<file path="src/rtl/way_rr_arbiter_pkg.sv">
// Shared definitions for the way arbiters: index width, pointer wrap and output-stage state.
package way_rr_arbiter_pkg;

   // Output register occupancy.
   typedef enum logic {
      OUT_EMPTY = 1'b0,
      OUT_FULL  = 1'b1
   } out_state_t;

   // Index/pointer width; a single-way arbiter still carries a 1-bit index.
   function automatic int unsigned way_log2(input int unsigned n);
      return (n <= 1) ? 1 : $clog2(n);
   endfunction

   // Round-robin pointer advance: one past the granted way, wrapping at n.
   function automatic int unsigned wrap_inc(input int unsigned idx, input int unsigned n);
      return (idx + 1 >= n) ? 0 : idx + 1;
   endfunction

endpackage

</file>
<file path="src/rtl/way_rr_arbiter_mux_decoded.sv">
// One-hot select of one payload out of a flattened payload vector.
//  flatted_in : N payloads of W bits, way i at [i*W +: W]
//  select_in  : one-hot way select (all-zero gives zero output)
//  data_out   : selected payload (combinational)
module way_rr_arbiter_mux_decoded #(
   parameter int unsigned WIDTH      = 32,
   parameter int unsigned NUMBER_WAY = 8
) (
   input  logic [WIDTH*NUMBER_WAY-1:0] flatted_in,
   input  logic [NUMBER_WAY-1:0]       select_in,
   output logic [WIDTH-1:0]            data_out
);

   // AND-OR mux: relies on select_in being one-hot or zero.
   always_comb begin
      data_out = '0;
      for (int i = 0; i < int'(NUMBER_WAY); i++) begin
         if (select_in[i]) begin
            data_out = data_out | flatted_in[i*WIDTH +: WIDTH];
         end
      end
   end

endmodule

</file>
<file path="src/rtl/way_rr_arbiter.sv">
// Round-robin arbiter sharing one way-select datapath among NUMBER_WAY requesters,
// with a single registered valid/ready output stage.
//  clk_in / reset_n_in  : clock, synchronous active-low reset
//  request_valid_in     : per-way valid
//  request_flatted_in   : per-way payloads, way i at [i*W +: W]
//  request_ack_out      : one-hot acceptance this cycle (combinational)
//  out_valid_out        : output register holds a payload
//  out_data_out         : registered payload
//  out_index_out        : index of the way that produced out_data_out
//  out_grant_out        : one-hot of out_index_out, zero when empty
//  out_ready_in         : consumer pops when out_valid_out & out_ready_in
module way_rr_arbiter
   import way_rr_arbiter_pkg::*;
#(
   parameter int unsigned SINGLE_WAY_WIDTH_IN_BITS = 32,
   parameter int unsigned NUMBER_WAY               = 8
) (
   input  logic                                           clk_in,
   input  logic                                           reset_n_in,
   input  logic [NUMBER_WAY-1:0]                          request_valid_in,
   input  logic [SINGLE_WAY_WIDTH_IN_BITS*NUMBER_WAY-1:0] request_flatted_in,
   output logic [NUMBER_WAY-1:0]                          request_ack_out,
   output logic                                           out_valid_out,
   output logic [SINGLE_WAY_WIDTH_IN_BITS-1:0]            out_data_out,
   output logic [way_log2(NUMBER_WAY)-1:0]                out_index_out,
   output logic [NUMBER_WAY-1:0]                          out_grant_out,
   input  logic                                           out_ready_in
);

   localparam int unsigned W               = SINGLE_WAY_WIDTH_IN_BITS;
   localparam int unsigned N               = NUMBER_WAY;
   localparam int unsigned NUMBER_WAY_LOG2 = way_log2(NUMBER_WAY);

   out_state_t                 state;
   out_state_t                 state_next;
   logic [NUMBER_WAY_LOG2-1:0] rr_ptr;
   logic [N-1:0]               masked;
   logic [N-1:0]               pick_vec;
   logic [N-1:0]               grant;
   logic [NUMBER_WAY_LOG2-1:0] grant_idx;
   logic                       accept;
   logic                       pop;
   logic [W-1:0]               sel_data;

   // Arbitration: lowest valid at or above rr_ptr, else lowest valid overall (wrap).
   always_comb begin
      masked    = '0;
      grant     = '0;
      grant_idx = '0;
      for (int i = 0; i < int'(N); i++) begin
         masked[i] = request_valid_in[i] && (i >= int'(rr_ptr));
      end
      pick_vec = (|masked) ? masked : request_valid_in;
      // Descending scan so the lowest set bit is the last one written.
      for (int i = int'(N) - 1; i >= 0; i--) begin
         if (pick_vec[i]) begin
            grant_idx = NUMBER_WAY_LOG2'(i);
         end
      end
      for (int i = 0; i < int'(N); i++) begin
         grant[i] = pick_vec[i] && (grant_idx == NUMBER_WAY_LOG2'(i));
      end
   end

   // Accept whenever the output slot is free or being freed this cycle; ack is masked in reset.
   assign accept          = reset_n_in && (|request_valid_in) && ((state == OUT_EMPTY) || out_ready_in);
   assign pop             = (state == OUT_FULL) && out_ready_in;
   assign request_ack_out = accept ? grant : '0;

   way_rr_arbiter_mux_decoded #(
      .WIDTH      (W),
      .NUMBER_WAY (N)
   ) u_mux (
      .flatted_in (request_flatted_in),
      .select_in  (grant),
      .data_out   (sel_data)
   );

   // Output-stage state register.
   always_ff @(posedge clk_in) begin
      if (!reset_n_in) begin
         state <= OUT_EMPTY;
      end else begin
         state <= state_next;
      end
   end

   // Output-stage next state.
   always_comb begin
      state_next = state;
      if (accept) begin
         state_next = OUT_FULL;
      end else if (pop) begin
         state_next = OUT_EMPTY;
      end
   end

   // Output-stage decode.
   always_comb begin
      out_valid_out = (state == OUT_FULL);
   end

   // Payload/index capture and round-robin pointer; data/index hold on a plain pop.
   always_ff @(posedge clk_in) begin
      if (!reset_n_in) begin
         out_data_out  <= '0;
         out_index_out <= '0;
         out_grant_out <= '0;
         rr_ptr        <= '0;
      end else if (accept) begin
         out_data_out  <= sel_data;
         out_index_out <= grant_idx;
         out_grant_out <= grant;
         rr_ptr        <= NUMBER_WAY_LOG2'(wrap_inc(32'(grant_idx), N));
      end else if (pop) begin
         out_grant_out <= '0;
      end
   end

endmodule

</file>
<file path="config.mk">
export PLATFORM = sky130hd
export DESIGN_NAME = way_rr_arbiter
export DESIGN_NICKNAME = d
export VERILOG_FILES = /design/src/rtl/way_rr_arbiter_pkg.sv /design/src/rtl/way_rr_arbiter_mux_decoded.sv /design/src/rtl/way_rr_arbiter.sv
export SDC_FILE = /design/constraint.sdc
export NUM_CORES = 1
export LEC_CHECK = 0
export ABC_AREA = 1
export BUFFER_PORTS_ARGS = -buffer_cell sky130_fd_sc_hd__buf_2
export CORE_AREA = 2 2 125 127
export CTS_CLUSTER_DIAMETER = 60
export CTS_CLUSTER_SIZE = 28
export DETAILED_ROUTE_END_ITERATION = 7
export DIE_AREA = 0 0 127 129
export REMOVE_ABC_BUFFERS = 1
export SLEW_MARGIN = 20
export SYNTH_ARGS = -nofsm -noshare
export SYNTH_HDL_FRONTEND = slang
export SYNTH_SLANG_ARGS = --single-unit
</file>
<file path="constraint.sdc">
create_clock -name clk_in -period 11 [get_ports clk_in]
set_clock_uncertainty 0.15 [all_clocks]
set_input_delay 3.3 -clock clk_in [delete_from_list [all_inputs] [get_ports clk_in]]
set_output_delay 3.3 -clock clk_in [all_outputs]
set_load 0.05 [all_outputs]
</file>
==> results_dict.tcl, run 1 <==
set metrics [dict create \
    outcome "completed" \
    grt_pass1_wl_mm 29.3 \
    postCtsResizedCells 0 \
    netlist.area_leader.share 0.215 \
    dp_worst_setup_slack_ns 1.05 \
    area_growth_syn_to_fin_pct 40.6 \
    routabilityCongestion 0.832 \
    detail_route.iter0.violations 339 \
    clock_latency_ns 0.30 \
    post_synth_most_frequent_cells "242 x nand2_1, 101 x nor2_1, 95 x nand4_1, 85 x inv_1, 64 x nand3_1" \
    share_of_the_core_filled_with_cells_in_the_final_layout 0.412 \
    cts_root_buf "clkbuf_16" \
    layout.filler_cells 1739 \
    hold_viol_final 0 \
    postCtsSetupBuffers 0 \
    ys_ff_latch 47 \
    required_time_reported_for_the_critical_path_endpoint_ns 7.55 \
    synth_sequential_area_ratio 0.215 \
    synth_cells 787 \
    grt_pass1_vias 5619 \
    rsz0062_at_grt "false" \
    placed_cells 1246 \
    cts_buffer_depth 2 \
    cts_buffers 5 \
    power.ir.vdd_worst_mv 0.0566 \
    yosys_top_cell_by_area "dfxtp_1" \
    grt_start_max_net_pins 84 \
    hpwlAfterDp_mm 14.7 \
    cellPowerDensity_mw_per_mm2 122 \
    worst-endpoint-arrival_ns 6.47 \
    critPathMaxStageDelay_ns 0.70 \
    number_of_nets_in_the_layout 1338 \
    route.vias.total 6098 \
    max_slew.worst_pin.slew_ns 1.05 \
    netlist-cell-type-count 28 \
    r2r_end "out_data_out[5]" \
    critPathLaunchType "input pin" \
    highest-signal-layer "met5" \
    m1WireLength_mm 7.95 \
    holdPathEnd "out_grant_out[7]" \
    yosys.cell_count.top_type "nand2_1" \
    fp.dieW_um 127 \
    setup_viol 0 \
    achievable-frequency_mhz 101 \
    drt_wl_total_mm 19.6 \
    fp.coreArea_mm2 0.0150 \
    detail-route-antenna-nets 0 \
    setup_slack_ns 1.08 \
    capturing_element_type_of_the_critical_path "output port" \
    port-buffer-count 318 \
    yosys_warnings 0 \
    mappedNetlistArea_mm2 0.00438 \
    finalWorstPathRequiredPeriod_ns 9.92 \
    clkSlewWorstSetupHoldPaths_ns 0.07 \
    worst_hold_startpoint "out_grant_out[7]" \
    setup_total_negative_slack_ns 0 \
    vias_per_cell 4.86 \
    criticalPathCategory "in -> out" \
    drv.max_cap_violation_count 0 \
    drt_drc_violations_left 0 \
    grt_overflow_total 0 \
    register_area_um2 941 \
    wl_met2_mm 9.69 \
    grt_antenna_before_repair 2 \
    library_cell_contributing_the_largest_single_delay_on_the_critical_path "nor2_4" \
    cell_breakdown_of_the_critical_path "buf_2 -> inv_1 -> nor2_1 -> nand2_1 -> nand2_1 -> nor2_4 -> nand2_1 -> nand2_1 -> nand2_2 -> inv_2 -> nor2_4 -> inv_2 -> nand2_1 -> inv_1 -> ha_1 -> inv_1 -> nor2_4 -> nand2_1 -> inv_1 -> buf_2" \
    final-instance-count-excl-fill 1255 \
    synth-main-ff-cell "dfxtp_1" \
    crit_fanout 33 \
    syn-mean-instance-area_um2 5.57 \
    fp-row-count 45 \
    grt_usage 0.230 \
    y_dimension_of_the_die_um 129 \
    worst_hold_path_type "reg -> reg" \
    cts_hold_buffers 0 \
    r2r.worst_path.cells 21 \
    htree_levels 2 \
    share_of_final_layout_standard_cells_stronger_than_drive_strength_1 0.333 \
    slew_violations 0 \
    crit-reg2reg-launch "rr_ptr[2]" \
    synth_async_sr_flop_share 0 \
    path_common_cell "nand2_1" \
    detailroute.wirelength.met3_mm 1.57 \
    synthTopCellsByArea "dfxtp_1 21%, nand2_1 21%, nand4_1 14%, nor2_1 8.6%, nand3_1 7.3%" \
    power_leakage_nw 3.43 \
    total_power_mw 0.754 \
    cts.sinks 47 \
    min_path_cells 2 \
    io-pin-count 319 \
    post_drt_wl_per_cell_um 15.7 \
    synth-edff-count 0 \
    final_min_period_over_clock_period 0.902 \
    design.die.area_mm2 0.0164 \
    r2r_slack_ns 6.52 \
    cts_tree "built" \
    first_pass_iters 5 \
    relSlewSlack 0.299 \
    multiInputGateArea_mm2 0.00282 \
    initial_core_util 0.293 \
]
## cell type report
| cell class | instances | area share |
|---|---|---|
| flip-flops and latches | 47 | 0.153 |
| diodes | 1 | 0.000406 |
| clock buffers | 6 | 0.0209 |
| repair buffers | 325 | 0.267 |
| clock inverters | 2 | 0.00974 |
| well taps | 188 | 0.0381 |
| multi-input cells | 598 | 0.458 |
| inverters | 88 | 0.0536 |
## power breakdown
part           switching (mW)  internal (mW)  total (mW)
Combinational           0.244          0.103       0.346
Sequential             0.0125          0.194       0.207
Clock                  0.0711          0.131       0.202
## through the flow
stage	hold slack, ns	instance area, um2
2_1_floorplan	0.335	4070
6_report	0.315	6170
5_1_grt	0.329	6170
3_3_place_gp	0.302	5970
4_1_cts	0.317	6160
3_5_place_dp	0.306	5970
## how the worst max path moves through the flow
| stage | start | to | slack, ns | cells past startpoint |
|---|---|---|---|---|
| detailed placement | request_valid_in[0] | request_ack_out[2] | 1.05 | 20 |
| global route | request_valid_in[0] | request_ack_out[2] | 0.69 | 20 |
| floorplan | request_valid_in[0] | request_ack_out[6] | 0.78 | 20 |
| global placement | request_valid_in[0] | request_ack_out[2] | 1.12 | 20 |
| finish | request_valid_in[0] | request_ack_out[2] | 1.08 | 20 |
| CTS | request_valid_in[0] | request_ack_out[2] | 1.05 | 20 |
## critical path: cells and delay by family
kind,cells,cell delay (ns)
fa+ha+maj,1,0.15
buf+inv,8,1.27
simple gates,11,1.74
## placed cells by master, fill, tap and decap left out
cell,instances
nor4_1,1
clkbuf_16,5
nand2_1,242
a21oi_1,52
ha_1,6
clkbuf_1,1
nand3_1,64
o21ai_0,15
dfxtp_1,47
nand2_4,1
inv_2,4
nor3_1,2
nand3b_1,1
nand4_1,95
a21oi_4,1
buf_4,7
bufinv_16,2
buf_2,318
or2_2,1
a31oi_1,1
diode_2,1
nor2_8,1
nor2_4,6
nand3_2,2
nor2_1,100
clkinv_1,1
inv_1,83
nand2_2,6
nor2_2,1
## metal layers
| layer | up-vias | GRT usage |
|---|---|---|
| li1 | 3119 | - |
| met1 | 2684 | 0.269 |
| met2 | 265 | 0.417 |
| met3 | 28 | 0.0511 |
| met4 | 2 | 0.0718 |
| met5 | - | 0 |
## cells by family after synthesis
group           share of synthesized area
simple gates                        0.543
buf+inv                             0.147
compound gates                     0.0791
flops                               0.215
fa+ha+maj                          0.0171
## sequential cells by signal (all words and copies together), names as in the netlist
register       flops
out_index_out      3
out_grant_out      8
out_valid_out      1
rr_ptr             3
out_data_out      32
Power figures use the tool's default switching activity.
==> run 2, diff against run 1 <==
Settings changed: BUFFER_PORTS_ARGS -buffer_cell sky130_fd_sc_hd__buf_2 to -buffer_cell sky130_fd_sc_hd__clkbuf_2.
==> run 2 against run 1 <==
Design area shrank 0.65%. Hold slack better by 0.0033 ns. Sequential power is essentially flat. Clock power fell by 20%. Flip-flop and latch count unchanged. Cell count about the same. First-iteration DRC count grew 3.8%. Highest routed layer is now met4.
==> results_dict.tcl, run 2 (synthesis gave the netlist of run 1 again) <==
set metrics [dict create \
    cellPowerDensity_mw_per_mm2 117 \
    share_of_final_layout_standard_cells_stronger_than_drive_strength_1 0.334 \
    num_antenna_cells 0 \
    finalWorstPathRequiredPeriod_ns 9.91 \
    relSlewSlack 0.250 \
    port-buffer-count 318 \
    design.die.area_mm2 0.0164 \
    area_growth_syn_to_fin_pct 39.7 \
    critical_path.top_delay_family "simple AND/OR/NAND/NOR gates" \
    clock_latency_ns 0.29 \
    grt_usage 0.224 \
    postCtsResizedCells 0 \
    cts_buffers 5 \
    finish.instance_area_mm2 0.00613 \
    achievable-frequency_mhz 101 \
    rsz0062_at_grt "false" \
    cts_hold_buffers 0 \
    grt_pass1_wl_mm 28.9 \
    cts.sinks 47 \
    mostFrequentLayoutCells "318 x clkbuf_2, 242 x nand2_1, 100 x nor2_1" \
    hold_viol_final 0 \
    power_leakage_nw 3.46 \
    y_dimension_of_the_die_um 129 \
    detailed_place.area_mm2 0.00597 \
    grt_pass1_vias 5562 \
    crit_fanout 23 \
    largestRegisters "out_data_out: 32 flops, out_grant_out: 8 flops" \
    worst_hold_path_type "reg -> reg" \
    worst-endpoint-arrival_ns 6.46 \
    clkSlewWorstSetupHoldPaths_ns 0.08 \
    initial_core_util 0.293 \
    io-pin-count 319 \
    library_cell_contributing_the_largest_single_delay_on_the_critical_path "nor2_4" \
    criticalPathCategory "in -> out" \
    cts_tree "built" \
    capturing_element_type_of_the_critical_path "output port" \
    grt_overflow_total 0 \
    first_pass_iters 5 \
    power.ir.vdd_worst_mv 0.0595 \
    largest_register "out_data_out" \
    required_time_reported_for_the_critical_path_endpoint_ns 7.55 \
    layout.cells.most_common "clkbuf_2" \
    drt_drc_violations_left 0 \
    cell_breakdown_of_the_critical_path "clkbuf_2 -> inv_1 -> nor2_1 -> nand2_1 -> nand2_1 -> nor2_4 -> nand3_1 -> nand2_2 -> inv_2 -> nor2_4 -> inv_2 -> nand2_1 -> ha_1 -> ha_1 -> nand2_1 -> nor2_1 -> clkbuf_2" \
    grt_antenna_before_repair 0 \
    post_drt_wl_per_cell_um 15.5 \
    cts_root_buf "clkbuf_16" \
    path_common_cell "nand2_1" \
    cts_buffer_depth 2 \
    htree_levels 2 \
    fp-row-count 45 \
    fp.dieW_um 127 \
    setup_viol 0 \
    slew_violations 0 \
    total_power_mw 0.714 \
    fp.coreArea_mm2 0.0150 \
    outcome "completed" \
    critPathLaunchType "input pin" \
    postCtsSetupBuffers 0 \
    route.vias.total 6112 \
    detail_route.iter0.violations 352 \
    setup_total_negative_slack_ns 0 \
    final_min_period_over_clock_period 0.901 \
    drv.max_cap_violation_count 0 \
    critPathMaxStageDelay_ns 0.56 \
    drt_wl_total_mm 19.4 \
    timing.critical_path.buf_inv 5 \
    hpwlAfterDp_mm 14.5 \
    routabilityCongestion 0.854 \
    max_slew.worst_pin.slew_ns 1.12 \
    layout.filler_cells 1714 \
    number_of_nets_in_the_layout 1338 \
    max_reg_flops 32 \
    vias_per_cell 4.87 \
    grt_start_max_net_pins 84 \
    detail-route-antenna-nets 0 \
]
==> run 2: worst min-delay path, cell delays in order, from the launching register on <==
cell and delay (ns):
dfxtp_1 0.31, nand2_1 0.06, a21oi_1 0.05
==> run 2: path summary, 6_finish.rpt <==
check / start / to / slack [ns] / cells past startpoint
setup reg to reg: rr_ptr[2] / out_data_out[11] / 6.51 / 20
hold reg to reg: out_grant_out[7] / out_grant_out[7] / 0.32 / 2
setup / recovery: request_valid_in[0] / request_ack_out[7] / 1.09 / 17
hold / removal: out_grant_out[7] / out_grant_out[7] / 0.32 / 2
==> run 2: area by class of cell <==
type | instances | area [um2] | share of cell area
clock buffers | 5 | 125 | 0.0204
clock inverters | 3 | 26.3 | 0.00429
inverters | 88 | 330 | 0.0539
multi-input cells | 598 | 2820 | 0.461
flip-flops and latches | 47 | 941 | 0.154
well taps | 188 | 235 | 0.0384
repair buffers | 325 | 1640 | 0.268
==> run 2: where the power goes <==
group | switching (mW) | internal [mW]
combinational | 0.244 | 0.102
sequential | 0.0132 | 0.194
clock | 0.0747 | 0.0865
==> run 2: per-stage QoR <==
step | hold slack (ns) | util | worst slack, ns | instances
final | 0.319 | 0.409 | 1.09 | 1254
after global routing | 0.344 | 0.409 | 0.800 | 1254
after CTS | 0.315 | 0.409 | 1.11 | 1254
after detailed placement | 0.303 | 0.399 | 1.12 | 1246
after global placement | 0.305 | 0.399 | 1.21 | 1246
after floorplan | 0.335 | - | 0.778 | 733
==> run 2: routing by layer <==
metal	vias up	part of all wire	track usage
met5	-	0	0
met4	0	0.020	0.0556
met3	28	0.078	0.0470
met2	277	0.49	0.399
met1	2678	0.42	0.278
li1	3129	-	-
==> run 3, diff against run 2 <==
Settings changed: CORE_AREA 2 2 125 127 to 2 2 124 126, DIE_AREA 0 0 127 129 to 0 0 126 128, SETUP_SLACK_MARGIN from default to 0.3.
Clock period 11 ns to 8.7 ns, I/O delays scaled along.
==> run 3 against run 2 <==
Flip-flop and latch count unchanged. Via count up 0.13%. Cell count up 0.40%. Clock-buffer cell count up 1. Core utilization up 0.57 points. Sequential power up 27%. Non-clock buffer count up 4. Power up 26%. Die area down 1.6%. Design area up 0.63%. Sequential share of layout area down 0.097 points. Largest power group unchanged. Highest routed layer unchanged.
==> results_dict.tcl, run 3 (synthesis gave the netlist of run 1 again) <==
set metrics [dict create \
    max_reg_flops 32 \
    layout.filler_cells 1719 \
    criticalPathCategory "in -> out" \
    relSlewSlack 0.327 \
    setup_total_negative_slack_ns 0 \
    switching_power_as_a_share_of_total_power 0.457 \
    first_pass_iters 4 \
    fp.dieW_um 126 \
    share_of_the_core_filled_with_cells_in_the_final_layout 0.415 \
    finalWorstPathRequiredPeriod_ns 8.06 \
    vias_per_cell 4.86 \
    worst-endpoint-arrival_ns 5.30 \
    y_dimension_of_the_die_um 128 \
    largest_register "out_data_out" \
    port-buffer-count 318 \
    cts_tree "built" \
    total_switching_power_mw 0.413 \
    capturing_element_type_of_the_critical_path "output port" \
    design.die.area_mm2 0.0161 \
    outcome "completed" \
    slew_violations 0 \
    cell_internal_pwr_mw 0.490 \
    setup_viol 0 \
    drt_drc_violations_left 0 \
    grt_pass1_wl_mm 29.1 \
    detail_route.iter0.violations 282 \
    cts_hold_buffers 0 \
    worstSetupStartpoint "request_valid_in[0]" \
    post_drt_wl_per_cell_um 15.1 \
    grt_start_max_net_pins 84 \
    clock_latency_ns 0.29 \
    routabilityCongestion 0.922 \
    r2r_end "out_data_out[17]" \
    io-pin-count 319 \
    cellPowerDensity_mw_per_mm2 147 \
    critPathLaunchType "input pin" \
    dp_worst_setup_slack_ns 0.553 \
    drv.max_cap_violation_count 0 \
    drt_wl_total_mm 19.1 \
    crit-reg2reg-launch "rr_ptr[2]" \
    setup_slack_ns 0.636 \
    cts_buffers 5 \
    required_time_reported_for_the_critical_path_endpoint_ns 5.94 \
    hpwlAfterDp_mm 14.4 \
    power_leakage_nw 3.48 \
    final_min_period_over_clock_period 0.927 \
    hold_viol_final 0 \
    grt_usage 0.226 \
    fp.coreArea_mm2 0.0149 \
    achievable-frequency_mhz 124 \
    rsz0062_at_grt "false" \
    grt_overflow_total 0 \
    cts.sinks 47 \
    detail-route-antenna-nets 0 \
    clkSlewWorstSetupHoldPaths_ns 0.07 \
    initial_core_util 0.295 \
    fp-row-count 45 \
    crit_end "request_ack_out[6]" \
    htree_levels 2 \
    layout.cells.most_common "clkbuf_2" \
    r2r.worst_path.cells 22 \
    crit_fanout 18 \
    power.ir.vdd_worst_mv 0.0935 \
    p_clk_frac 0.225 \
    worst_hold_path_type "reg -> reg" \
    largestRegisters "out_data_out: 32 flops, out_grant_out: 8 flops" \
    grt_pass1_vias 5602 \
    max_slew.worst_pin.slew_ns 1.01 \
    route.vias.total 6120 \
    mostFrequentLayoutCells "318 x clkbuf_2, 242 x nand2_1, 100 x nor2_1" \
    cts_buffer_depth 2 \
    r2r_slack_ns 4.72 \
    area_growth_syn_to_fin_pct 40.6 \
    grt_antenna_before_repair 1 \
    cts_root_buf "clkbuf_16" \
    comb_power_share 0.485 \
    seq_power_share 0.290 \
    number_of_nets_in_the_layout 1342 \
    share_of_final_layout_standard_cells_stronger_than_drive_strength_1 0.337 \
]
run 3: worst max-delay path, cell delays in order:
cell	delay, ns
clkbuf_2	0.09
inv_1	0.06
nor2_1	0.04
nand2_1	0.08
nand2_1	0.09
nor2_4	0.18
nand2_1	0.10
nand2_1	0.08
nand2_2	0.10
inv_4	0.22
nor2_4	0.05
inv_2	0.22
nand2_1	0.17
inv_1	0.12
ha_1	0.15
inv_1	0.09
a21oi_4	0.13
inv_1	0.06
nor2_2	0.20
nand2_1	0.11
inv_1	0.08
clkbuf_2	0.27
run 3: repair_timing:
item / CTS / global route
endpoints found under the setup margin: 0 / 1
resized for setup: 0 / 2
setup buffers: 0 / 0
run 3: through the flow:
stage	instances	cell area, um2	hold slack (ns)	total power, mW
after floorplan	733	4070	0.335	0.536
after global placement	1250	6000	0.304	0.705
after detailed placement	1250	6000	0.305	0.707
after CTS	1258	6160	0.317	0.915
after global routing	1259	6160	0.329	0.966
final	1259	6160	0.315	0.903
run 3: layout make-up:
| type | count | area (um2) | area share |
|---|---|---|---|
| Antenna cell | 1 | 2.50 | 0.000406 |
| Inverter | 88 | 333 | 0.0540 |
| Sequential cell | 47 | 941 | 0.153 |
| Clock inverter | 2 | 16.3 | 0.00264 |
| Clock buffer | 6 | 139 | 0.0225 |
| Multi-Input combinational cell | 598 | 2820 | 0.458 |
| Tap cell | 188 | 235 | 0.0382 |
| Timing Repair Buffer | 329 | 1670 | 0.272 |
run 3: layer usage:
metal,track usage,part of all wire,up-vias,routed length [um]
met5,0,0,-,0
met4,0.0672,0.018,0,348
met3,0.0492,0.080,19,1530
met2,0.401,0.49,261,9280
met1,0.274,0.41,2704,7910
li1,-,-,3136,-
run 3: how the worst min path moves through the flow:
stage	end	cells past startpoint	from
2_1_floorplan	rr_ptr[0]	2	rr_ptr[0]
3_3_place_gp	out_grant_out[7]	2	out_grant_out[7]
3_5_place_dp	out_grant_out[1]	2	out_grant_out[1]
4_1_cts	out_grant_out[1]	2	out_grant_out[1]
5_1_grt	out_grant_out[1]	2	out_grant_out[1]
6_report	out_grant_out[1]	2	out_grant_out[1]
run 3: power groups by stage:
stage               logic, mW  registers [mW]  clock network, mW
finish                  0.438           0.262              0.203
global route            0.481           0.265              0.219
CTS                     0.441           0.262              0.212
detailed placement      0.440           0.267                  0
global placement        0.438           0.266                  0
floorplan               0.172           0.363                  0
